## src/rtl/uart_tx_arbiter.sv

```systemverilog
// Round-robin, packet-locked sharing of one UART transmitter among NUM_REQ
// valid/ready byte streams, with a watchdog on the tx_start/tx_busy handshake.
module uart_tx_arbiter #(
    parameter int NUM_REQ       = 4,
    parameter int START_TIMEOUT = 1024
) (
    input  logic                       wb_clk_i,
    input  logic                       wb_rst_i,
    input  logic [NUM_REQ-1:0]         req_valid,
    input  logic [8*NUM_REQ-1:0]       req_data,
    input  logic [NUM_REQ-1:0]         req_last,
    output logic [NUM_REQ-1:0]         req_ready,
    output logic                       tx_start,
    output logic [7:0]                 tx_data,
    input  logic                       tx_busy,
    output logic [$clog2(NUM_REQ)-1:0] grant_id,
    output logic                       lock_active,
    output logic                       timeout_err
);

    localparam int IDW = $clog2(NUM_REQ);
    localparam int CW  = $clog2(START_TIMEOUT + 1);

    localparam logic [1:0] ST_IDLE  = 2'd0;
    localparam logic [1:0] ST_START = 2'd1;
    localparam logic [1:0] ST_DRAIN = 2'd2;
    localparam logic [1:0] ST_GAP   = 2'd3;

    logic [1:0]     state;
    logic [IDW-1:0] rr_ptr;
    logic [CW-1:0]  wdog_cnt;
    logic           cur_last;
    logic           win_found;
    logic [IDW-1:0] win_id;
    logic [IDW-1:0] cand_id;
    int             scan_idx;

    // Scan downward so the requester nearest rr_ptr+1 is the last one assigned.
    // NOTE: every signal written here gets a default first so no latch is inferred.
    always_comb begin
        win_found = 1'b0;
        win_id    = '0;
        cand_id   = '0;
        scan_idx  = 0;
        if (lock_active) begin
            win_found = req_valid[grant_id];
            win_id    = grant_id;
        end else begin
            for (int k = NUM_REQ; k >= 1; k--) begin
                scan_idx = int'(rr_ptr) + k;
                if (scan_idx >= NUM_REQ) begin
                    scan_idx = scan_idx - NUM_REQ;
                end
                cand_id = IDW'(scan_idx);
                if (req_valid[cand_id]) begin
                    win_found = 1'b1;
                    win_id    = cand_id;
                end
            end
        end
    end

    // Reset is asynchronous and state already reads IDLE, so gate it explicitly.
    always_comb begin
        req_ready = '0;
        if (!wb_rst_i && state == ST_IDLE && win_found) begin
            req_ready[win_id] = 1'b1;
        end
    end

    // NOTE: sequential state uses non-blocking assignments only, so every
    // register samples the pre-edge values of its peers.
    always_ff @(posedge wb_clk_i or posedge wb_rst_i) begin
        if (wb_rst_i) begin
            state       <= ST_IDLE;
            tx_start    <= 1'b0;
            tx_data     <= 8'h00;
            grant_id    <= '0;
            lock_active <= 1'b0;
            timeout_err <= 1'b0;
            rr_ptr      <= IDW'(NUM_REQ - 1);
            wdog_cnt    <= '0;
            cur_last    <= 1'b0;
        end else begin
            timeout_err <= 1'b0;
            case (state)
                ST_IDLE: begin
                    if (win_found) begin
                        tx_data  <= req_data[{win_id, 3'b000} +: 8];
                        cur_last <= req_last[win_id];
                        grant_id <= win_id;
                        tx_start <= 1'b1;
                        wdog_cnt <= '0;
                        state    <= ST_START;
                    end
                end
                ST_START: begin
                    if (tx_busy) begin
                        state <= ST_DRAIN;
                    end else if (wdog_cnt == CW'(START_TIMEOUT - 1)) begin
                        // Transmitter never acknowledged: drop the byte and release the packet.
                        tx_start    <= 1'b0;
                        timeout_err <= 1'b1;
                        lock_active <= 1'b0;
                        rr_ptr      <= grant_id;
                        state       <= ST_IDLE;
                    end else begin
                        wdog_cnt <= wdog_cnt + 1'b1;
                    end
                end
                ST_DRAIN: begin
                    if (!tx_busy) begin
                        tx_start <= 1'b0;
                        state    <= ST_GAP;
                    end
                end
                ST_GAP: begin
                    if (cur_last) begin
                        lock_active <= 1'b0;
                        rr_ptr      <= grant_id;
                    end else begin
                        lock_active <= 1'b1;
                    end
                    state <= ST_IDLE;
                end
                default: state <= ST_IDLE;
            endcase
        end
    end

endmodule

```

## config.mk

```make
export PLATFORM = sky130hd
export DESIGN_NAME = uart_tx_arbiter
export DESIGN_NICKNAME = d
export VERILOG_FILES = /design/src/rtl/uart_tx_arbiter.sv
export SDC_FILE = /design/constraint.sdc
export NUM_CORES = 1
export LEC_CHECK = 0
export ABC_AREA = 1
export BUFFER_PORTS_ARGS = -buffer_cell sky130_fd_sc_hd__buf_2
export CAP_MARGIN = 40
export CORE_MARGIN = 5
export CORE_UTILIZATION = 25
export CTS_BUF_LIST = sky130_fd_sc_hd__clkbuf_8
export DETAILED_ROUTE_END_ITERATION = 10
export PLACE_DENSITY = 0.5
export SLEW_MARGIN = 20
export SYNTH_ARGS = -nofsm -noshare
export SYNTH_HDL_FRONTEND = slang
export SYNTH_SLANG_ARGS = --single-unit
```

## constraint.sdc

```tcl
create_clock -name wb_clk_i -period 2 [get_ports wb_clk_i]
set_input_delay 0.2 -clock wb_clk_i [delete_from_list [all_inputs] [get_ports wb_clk_i]]
set_output_delay 0.2 -clock wb_clk_i [all_outputs]
set_load 0.02 [all_outputs]
```

==> results of run 1 <==
-- cell families (layout without fill, tap and decap cells) --
family / Yosys count / count (layout) / synth area share, %
AND/OR/NAND/NOR: 210 / 210 / 44.58
buffers and inverters: 43 / 129 / 9.400
AO/OA/AOI/OAI: 29 / 29 / 7.151
flip-flops: 29 / 29 / 33.56
XOR/XNOR: 6 / 6 / 2.422
adder cells (fa/ha/maj): 5 / 5 / 2.884
-- layout make-up --
| cell class | count | share of cell area [%] |
|---|---|---|
| well taps | 108 | 4.421 |
| inverters | 31 | 4.257 |
| flip-flops and latches | 29 | 23.82 |
| repair buffers | 87 | 18.67 |
| clock buffers | 7 | 3.152 |
| repair inverters | 3 | 0.6140 |
| multi-input cells | 250 | 44.90 |
| clock inverters | 1 | 0.1637 |
-- sequential cells by signal, indices dropped and copies added, names as in the netlist, named ones only --
signal,count
rr_ptr,2
cur_last,1
lock_active,1
grant_id,2
tx_data,8
state,1
timeout_err,1
wdog_cnt,11
tx_start,1
-- what timing repair did --
item,4_1_cts,5_1_grt
buffers inserted,10,2
hold buffers,0,0
setup endpoints to repair,21,31
gates cloned,1,2
resized for setup,36,17
pin swaps,11,5
-- how the worst max path moves through the flow --
stage                    from      endpoint  slack [ps]
global route        rr_ptr[0]  req_ready[2]        -380
detailed placement  rr_ptr[0]  req_ready[2]         -80
CTS                 rr_ptr[0]  req_ready[3]        -230
finish              rr_ptr[0]  req_ready[3]        -260
floorplan           rr_ptr[0]  req_ready[0]         -30
global placement    rr_ptr[0]  req_ready[2]         -60
-- placed cells by master (no fill, tap or decap), types with 3 or more instances in the layout --
master    Yosys  routed
nand2_1     132     120
inv_6         1       3
nand3_2       1       4
o21ai_1       9      10
nor3_2        0       3
buf_6         4       8
nand3_1      32      28
ha_1          5       4
nand2_2      15      23
dfrtp_1      27      27
xor2_1        5       5
nor2_1       10       8
nor3_1        7       3
inv_2         5       4
buf_2         3      55
o21ai_0       8       6
buf_4         1      22
clkbuf_8      0       7
nor2_2        2       3
inv_1        25      24
a21oi_1       9       7
nand2_4       2       6
-- power by group --
part / switching [mW] / total, mW / internal, mW / leakage [nW]
clock: 0.217 / 0.527 / 0.310 / 0.0542
combinational: 2.36 / 4.01 / 1.66 / 1.19
sequential: 0.168 / 0.961 / 0.793 / 0.375
total: 2.74 / 5.50 / 2.76 / 1.61
-- routing by layer --
layer | vias to the layer above | wire length (um) | track usage (%)
met2 | 25 | 3222 | 21.61
met4 | 0 | 54 | 2.888
met5 | - | 0 | 0
li1 | 1186 | - | -
met3 | 6 | 180 | 2.300
met1 | 1036 | 2799 | 15.55
-- stage by stage --
step | instances | worst slack (ps) | power (mW) | util (%)
2_1_floorplan | 322 | -34.45 | 3.295 | -
3_3_place_gp | 494 | -55.75 | 4.249 | 31.16
3_5_place_dp | 494 | -75.63 | 4.228 | 31.16
4_1_cts | 512 | -228.7 | 5.338 | 34.68
5_1_grt | 516 | -383.7 | 6.058 | 35.57
6_report | 516 | -261.5 | 5.502 | 35.57
-- worst reg2reg max path, cell delays in order, from the launching register on --
cell and delay [ps]:
dfstp_2 640, inv_6 80, nand2_4 70, nand2_2 50, and2_4 160, nor2_2 90, nand3_2 100, nand3_4 100
nand2_4 80, buf_4 150, buf_12 140, nand2_1 60, nand2_1 50, nand2_1 60, nand2_1 50, nand2_1 70
nand2_1 60
==> impl_metrics.toml, run 1 <==
[run_status]
outcome = "complete, but fails checks"
violations = "setup timing"

[setup_path]
r2r_cells = 16
r2r-start = "rr_ptr[0]"
critical-path-top-delay-family = "simple AND/OR/NAND/NOR gates"
r2r-end = "tx_data[4]"
max_stage_delay_ps = 640
critPathRequiredTime_ps = 1800
cp_max_fo = 7
rrSetupSlack_ps = -110
worstPathArrival_ps = 2060
worst-path-stages = 10
startpoint_type = "flip-flop"
crit_slowest_cell = "dfstp_2"
worstSetupEndpointType = "output pin"
crit_chain = "inv_6 > nand2_4 > nand2_2 > and2_4 > nand2_2 > nand3_4 > nor2_4 > nand2_4 > nor3_2 > buf_4"
path_class = "reg -> out"
critPathBufInv = 2

[synth]
synth.most_common_cell = "nand2_1"
synth.top_cell.area_share_pct = 31.14
yosys_warnings = 0
netlist_instances = 322
synth_cell_type_count = 34
synth_nets = 370
synth_seq_cells = 29
synth-edff-count = 0
synthTopCellsByArea = "dfrtp_1 31%, nand2_1 23%, nand3_1 7.4%"
synth_commonest_cells = "132 x nand2_1, 32 x nand3_1, 27 x dfrtp_1"
synth_async_sr_flop_share_pct = 100.0
syn_area_per_cell_um2 = 6.738
seq_area_frac_synth_pct = 33.56
yosysTopAreaCell = "dfrtp_1"
synth_area_um2 = 2170
synthFlopType = "dfrtp_1"

[routing]
finalWirelength_um = 6257
viasPerCell = 4.366
avgRoutedWirePerCell_um = 12.13
detail-route-antenna-nets = 0
via_count = 2253
drt_iter0_markers = 58
drcViolationCount = 0
dr.pass1.iters = 4

[place]
numPortBuffers = 59
dpl-instance-area_um2 = 2678
finalWeightedCongestion = 0.8138
post-dp-hpwl_um = 4771

[layout]
area_growth_pct = 40.89
finalInstanceArea_um2 = 3057
multi_input_comb_area_um2 = 1373
antenna_cells = 0
final.fill_count = 938
layout-drive-gt1-share_pct = 39.22
finalNetCount = 455
seq_area_um2 = 728.2

[global_route]
grt_pass1_wl_um = 10490
grt_max_degree = 30
grt_antenna_before_repair = 0
grt_usage_pct = 12.29
first_global_vias = 2290
overflow = 0

[sta]
report.final.slew_viol_count = 0
final.min_clock_period_ps = 2261
setup-tns-final_ps = -1908
rsz0062_at_grt = "true"
period_share_pct = 113.1
fmax_mhz = 442.2
timing.final.ws_setup_ps = -261.5
fin_hold_ws_ps = 135.3
maxSlewHeadroom_pct = 75.77
setup_viol = 17
hold_viol_final = 0
worst_pin_slew_ps = 363.5
fin_worst_skew_ps = 4.818

[die]
row_count = 34
core-area_um2 = 8593
dieArea_um2 = 10640
ioPinCount = 60
fp.dieW_um = 103.2
die_h_um = 103.2
floorplan.initialDensity_pct = 25.25

[clock_network]
clock_path_buffers = 2
cts_tree = "built"
htree_levels = 2
cts.clk_slew.worst_paths_ps = 60
cts.sinks = 29
cts_made_buffers = 5
ctsRootBufferMaster = "clkbuf_8"
clk-insertion-delay-late_ps = 280

[power_and_ir_drop]
p_leak_nw = 1.615
ir_worst_vdd_mv = 0.5358
p_per_area_nw_per_um2 = 1800

[worst_hold_path]
min_path_type = "in -> async"

[run]
cap_violations = 0
No activity file was read; power rests on OpenSTA's default activity.
==> inputs of run 2 (changes only) <==
--- a/config.mk
+++ b/config.mk
@@ -5,7 +5,6 @@
 export SDC_FILE = /design/constraint.sdc
 export NUM_CORES = 1
 export LEC_CHECK = 0
-export ABC_AREA = 1
 export BUFFER_PORTS_ARGS = -buffer_cell sky130_fd_sc_hd__buf_2
 export CAP_MARGIN = 40
 export CORE_MARGIN = 5
==> impl_metrics.toml, run 2 <==
[synth]
seq_area_frac_synth_pct = 34.40
netlist_instances = 235
yosys_warnings = 0
synth_commonest_cells = "33 x nand2_1, 27 x dfrtp_1, 13 x o21ai_0"
synth-edff-count = 0
synth_async_sr_flop_share_pct = 100.0
synth.most_common_cell = "nand2_1"
syn_area_per_cell_um2 = 9.009
synth_cell_type_count = 55
synth_nets = 283
synthFlopType = "dfrtp_1"
synth_area_um2 = 2117
synthTopCellsByArea = "dfrtp_1 32%, nand2_1 5.9%, mux2i_1 5.2%"
synth_seq_cells = 29
yosysTopAreaCell = "dfrtp_1"
synth.top_cell.area_share_pct = 31.91

[layout]
layout-drive-gt1-share_pct = 49.26
utilization_pct = 40.54
antenna_cells = 0
instances_no_fill = 444
registers.top_by_ff_count = "wdog_cnt"
final_common_cell = "buf_2"
area_growth_pct = 57.33
finalInstanceArea_um2 = 3331
largestRegisters = "wdog_cnt (11), tx_data (8)"
final_cell_mix = "55 x buf_2, 45 x buf_4, 33 x nand2_1, 26 x dfrtp_1, 13 x o21ai_0"
largest_reg_flops = 11
finalNetCount = 386

[routing]
viasPerCell = 5.173
drt_iter0_markers = 119
detail-route-antenna-nets = 0
dr.pass1.iters = 5
via_count = 2297
drcViolationCount = 0
finalWirelength_um = 6793
avgRoutedWirePerCell_um = 15.30

[clock_network]
cts.sinks = 29
cts_tree = "built"
cts.clk_slew.worst_paths_ps = 70
ctsRootBufferMaster = "clkbuf_8"
ctsHoldBuffers = 0
clock_path_buffers = 2
htree_levels = 2
cts_made_buffers = 5
clk-insertion-delay-late_ps = 300

[die]
ioPinCount = 60
dieArea_um2 = 10410
row_count = 33
die_h_um = 102.0
core-area_um2 = 8217
floorplan.initialDensity_pct = 25.77
fp.dieW_um = 102.0

[sta]
maxSlewHeadroom_pct = 67.23
timing.final.ws_setup_ps = -215.4
fmax_mhz = 451.4
fin_worst_skew_ps = 9.326
hold_viol_final = 0
setup-tns-final_ps = -689.3
final.min_clock_period_ps = 2215
rsz0062_at_grt = "true"
worst_pin_slew_ps = 483.9
setup_viol = 4
fin_hold_ws_ps = 78.10
period_share_pct = 110.8
report.final.slew_viol_count = 0

[setup_path]
worstPathArrival_ps = 2020
crit_chain = "nand2b_4 > a21oi_2 > o41ai_4 > nor2_4 > nor4b_4 > buf_4"
critPathLaunch = "rr_ptr[1]"
rrSetupSlack_ps = 20
cp_max_fo = 6
critPathCapture = "req_ready[3]"
critPathRequiredTime_ps = 1800
path_class = "reg -> out"
worstSetupEndpointType = "output pin"
r2r_cells = 8
startpoint_type = "flip-flop"
max_stage_delay_ps = 610
crit_slowest_cell = "dfstp_2"
r2r-start = "rr_ptr[1]"
r2r-end = "cur_last"

[place]
dp_cells = 421
finalWeightedCongestion = 0.7934
dpl-instance-area_um2 = 2764
post-dp-hpwl_um = 4803
dp_slack_ps = -41.02
numPortBuffers = 59

[run_status]
violations = "setup timing"
outcome = "complete, but fails checks"

[worst_hold_path]
min_path_type = "in -> async"

[global_route]
grt_pass1_wl_um = 10680
grt_max_degree = 30
first_global_vias = 2196
grt_usage_pct = 12.94
grt_antenna_before_repair = 0
overflow = 0

[power_and_ir_drop]
p_total_mw = 4.660
p_per_area_nw_per_um2 = 1399
p_leak_nw = 1.458
ir_worst_vdd_mv = 0.6306

[run]
cap_violations = 0
==> run 2: critical path, delay by kind of cell (launching register included) <==
| kind | cells | cell delay (ps) |
|---|---|---|
| AO/OA/AOI/OAI | 2 | 390 |
| buffers and inverters | 1 | 180 |
| flip-flops | 1 | 610 |
| AND/OR/NAND/NOR | 3 | 540 |
==> run 2: repair_timing <==
item	in CTS	in global routing
buffers inserted	3	14
gates cloned	0	1
hold endpoints to repair	0	0
resized for setup	19	46
setup endpoints to repair	8	26
pin swaps	4	12
==> run 2: cell families (layout without fill, tap and decap cells) <==
| family | Yosys count | count (layout) | synth area share, % |
|---|---|---|---|
| simple gates | 93 | 93 | 25.00 |
| compound gates | 74 | 74 | 25.53 |
| flops | 29 | 29 | 34.40 |
| buf+inv | 22 | 126 | 5.851 |
| mux | 12 | 12 | 6.265 |
| fa+ha+maj | 5 | 5 | 2.955 |
==> run 2: where the power goes <==
part,switching (mW),total [mW],internal [mW]
sequential,0.170,0.953,0.783
clock,0.264,0.669,0.405
combinational,1.57,3.04,1.47
==> run 2: worst min-delay path by stage <==
stage                      end  cells past startpoint  slack [ps]      from
detailed placement  tx_data[1]                      3         390  wb_rst_i
finish                tx_start                      3          80  wb_rst_i
global placement    tx_data[1]                      3         390  wb_rst_i
CTS                   tx_start                      3          80  wb_rst_i
global route          tx_start                      3         130  wb_rst_i
floorplan            async pin                      1         280  wb_rst_i
==> run 2: cell type report <==
type / count / area [um^2]
fill: 782 / 4886
multi-input combinational: 184 / 1551
timing repair buffer: 109 / 764.5
sequential: 29 / 729.5
tap: 105 / 131.4
clock buffer: 6 / 82.58
clock inverter: 2 / 37.54
inverter: 9 / 33.78
==> run 2: metal layers <==
metal  global-route usage, %  share of wire, %  wire length (um)
met5                       0                 0                 0
met2                   18.94                48              3247
met1                   18.48                45              3072
met3                   2.594               4.5               309
met4                   5.449               2.4               163
==> inputs of run 3 (changes only) <==
--- a/config.mk
+++ b/config.mk
@@ -5,8 +5,10 @@
 export SDC_FILE = /design/constraint.sdc
 export NUM_CORES = 1
 export LEC_CHECK = 0
+export ABC_AREA = 1
 export BUFFER_PORTS_ARGS = -buffer_cell sky130_fd_sc_hd__buf_2
 export CAP_MARGIN = 40
+export CORE_ASPECT_RATIO = 0.7
 export CORE_MARGIN = 5
 export CORE_UTILIZATION = 25
 export CTS_BUF_LIST = sky130_fd_sc_hd__clkbuf_8
==> impl_metrics.toml, run 3 (synthesis results as in run 1) <==
[run_status]
outcome = "complete, but fails checks"
violations = "setup timing"

[place]
numPortBuffers = 59
dp_slack_ps = -22.78
finalWeightedCongestion = 0.7780
dp_cells = 505
post-dp-hpwl_um = 4597

[sta]
report.final.slew_viol_count = 0
setup_viol = 24
timing.final.ws_setup_ps = -221.4
fmax_mhz = 450.2
rsz0062_at_grt = "true"
fin_worst_skew_ps = 8.602
final.min_clock_period_ps = 2221
maxSlewHeadroom_pct = 74.65
worst_pin_slew_ps = 380.2
period_share_pct = 111.1
hold_viol_final = 0

[power_and_ir_drop]
p_per_area_nw_per_um2 = 1829
ir_worst_vdd_mv = 0.6634
p_leak_nw = 1.613

[global_route]
first_global_vias = 2129
overflow = 0
grt_antenna_before_repair = 0
grt_max_degree = 30
grt_usage_pct = 11.30
grt_pass1_wl_um = 9873

[routing]
avgRoutedWirePerCell_um = 11.80
viasPerCell = 4.359
drcViolationCount = 0
dr.pass1.iters = 4
detail-route-antenna-nets = 0
drt_iter0_markers = 120
finalWirelength_um = 6185
via_count = 2284

[layout]
area_growth_pct = 42.16
instances_no_fill = 524
antenna_cells = 0
final_cell_mix = "118 x nand2_1, 55 x buf_2, 30 x nand3_1, 27 x dfrtp_1, 24 x inv_1"
finalNetCount = 451
largest_reg_flops = 11
layout-drive-gt1-share_pct = 38.61
final.fill_count = 912
final_common_cell = "nand2_1"
largestRegisters = "wdog_cnt (11), tx_data (8)"
registers.top_by_ff_count = "wdog_cnt"

[die]
ioPinCount = 60
row_count = 28
die_h_um = 87.94
fp.dieW_um = 121.3
dieArea_um2 = 10670
floorplan.initialDensity_pct = 25.70
core-area_um2 = 8443

[setup_path]
critical-path-top-delay-family = "simple AND/OR/NAND/NOR gates"
worstSetupEndpointType = "output pin"
max_stage_delay_ps = 610
critPathLaunch = "rr_ptr[0]"
critPathBufInv = 4
crit_chain = "buf_6 > nand2_2 > nand2_2 > and2_4 > buf_4 > nor2_4 > nand3_2 > nand3_4 > nand2_8 > inv_4 > nor3_2 > buf_4"
r2r_cells = 17
rrSetupSlack_ps = -110
cp_max_fo = 6
path_class = "reg -> out"
r2r-end = "tx_data[7]"
startpoint_type = "flip-flop"
r2r-start = "rr_ptr[0]"
critPathRequiredTime_ps = 1800
crit_slowest_cell = "dfstp_2"
worstPathArrival_ps = 2020

[clock_network]
cts.clk_slew.worst_paths_ps = 70
clk-insertion-delay-late_ps = 280
clock_path_buffers = 2
cts.sinks = 29
cts_made_buffers = 5
htree_levels = 2
cts_tree = "built"
ctsHoldBuffers = 0
ctsRootBufferMaster = "clkbuf_8"

[worst_hold_path]
min_path_type = "in -> async"

[run]
cap_violations = 0
[run 3: cell count changes in the layout (fill, tap and decap cells not counted), sizes merged, moves of 7 or more]
cell	delta
inv	+23
mux2i	-11
nor4	-11
nand2	+116
o311ai	-9
o31ai	-7
o21ai	-9
buf	-25
a221oi	-9
nand3	+29
[run 3: area by class of cell]
class	count	area (um^2)	share of cell area (%)
Clock buffer	6	82.58	2.677
Clock inverter	2	33.78	1.095
Inverter	31	137.6	4.462
Multi-Input combinational cell	250	1386	44.95
Sequential cell	29	728.2	23.61
Tap cell	120	150.1	4.868
Timing Repair Buffer	84	554.3	17.97
Timing Repair inverter	2	11.26	0.3651
[run 3: power breakdown]
group / internal (mW) / switching (mW) / leakage (nW)
sequential: 0.792 / 0.163 / 0.375
clock: 0.401 / 0.228 / 0.0626
combinational: 1.65 / 2.41 / 1.18
total: 2.84 / 2.80 / 1.61
[run 3: worst reg2reg max path: stages (launching register included)]
cell	delay, ps
dfstp_2	610
inv_6	50
nand2_2	80
nand2_2	60
and2_4	160
buf_4	140
nor2_4	70
nand3_2	80
nand3_4	100
nand2_8	80
buf_6	140
clkbuf_16	160
nand2_1	60
nand2_1	40
nand2_1	50
nand2_1	50
nand2_1	50
nand2_1	50
[run 3: through the flow]
| step | TNS, ps | utilization, % | total power [mW] | hold WS, ps | area, um^2 |
|---|---|---|---|---|---|
| after floorplan | -137.8 | - | 3.295 | 270.7 | 2190 |
| after global placement | -507.1 | 31.95 | 4.169 | 446.1 | 2698 |
| after detailed placement | -186.1 | 31.95 | 4.193 | 438.9 | 2698 |
| after CTS | -1884 | 34.81 | 5.204 | 152.1 | 2939 |
| after global routing | -5118 | 36.53 | 6.149 | 174.0 | 3084 |
| final | -2066 | 36.53 | 5.641 | 123.4 | 3084 |
[run 3: worst max-delay path by stage]
stage / slack, ps / depth (start not counted) / end
finish: -220 / 12 / req_ready[0]
global route: -340 / 12 / req_ready[2]
CTS: -230 / 14 / req_ready[0]
detailed placement: -20 / 15 / tx_data[3]
global placement: -60 / 15 / tx_data[7]
floorplan: -30 / 10 / req_ready[0]
[run 3: metal layers]
layer / track usage (%) / up-vias / share of wire [%]
met5: 0 / - / 0
met4: 2.442 / 0 / 0.74
met3: 2.324 / 5 / 2.9
met2: 17.59 / 32 / 45
met1: 16.21 / 1060 / 52
li1: - / 1187 / -
[run 3: repair_timing]
action	in CTS	in global routing
setup endpoints to repair	16	26
pin swaps	9	6
setup buffers	6	2
endpoints found under the hold margin	0	0
resized for setup	25	31
cloned	1	2
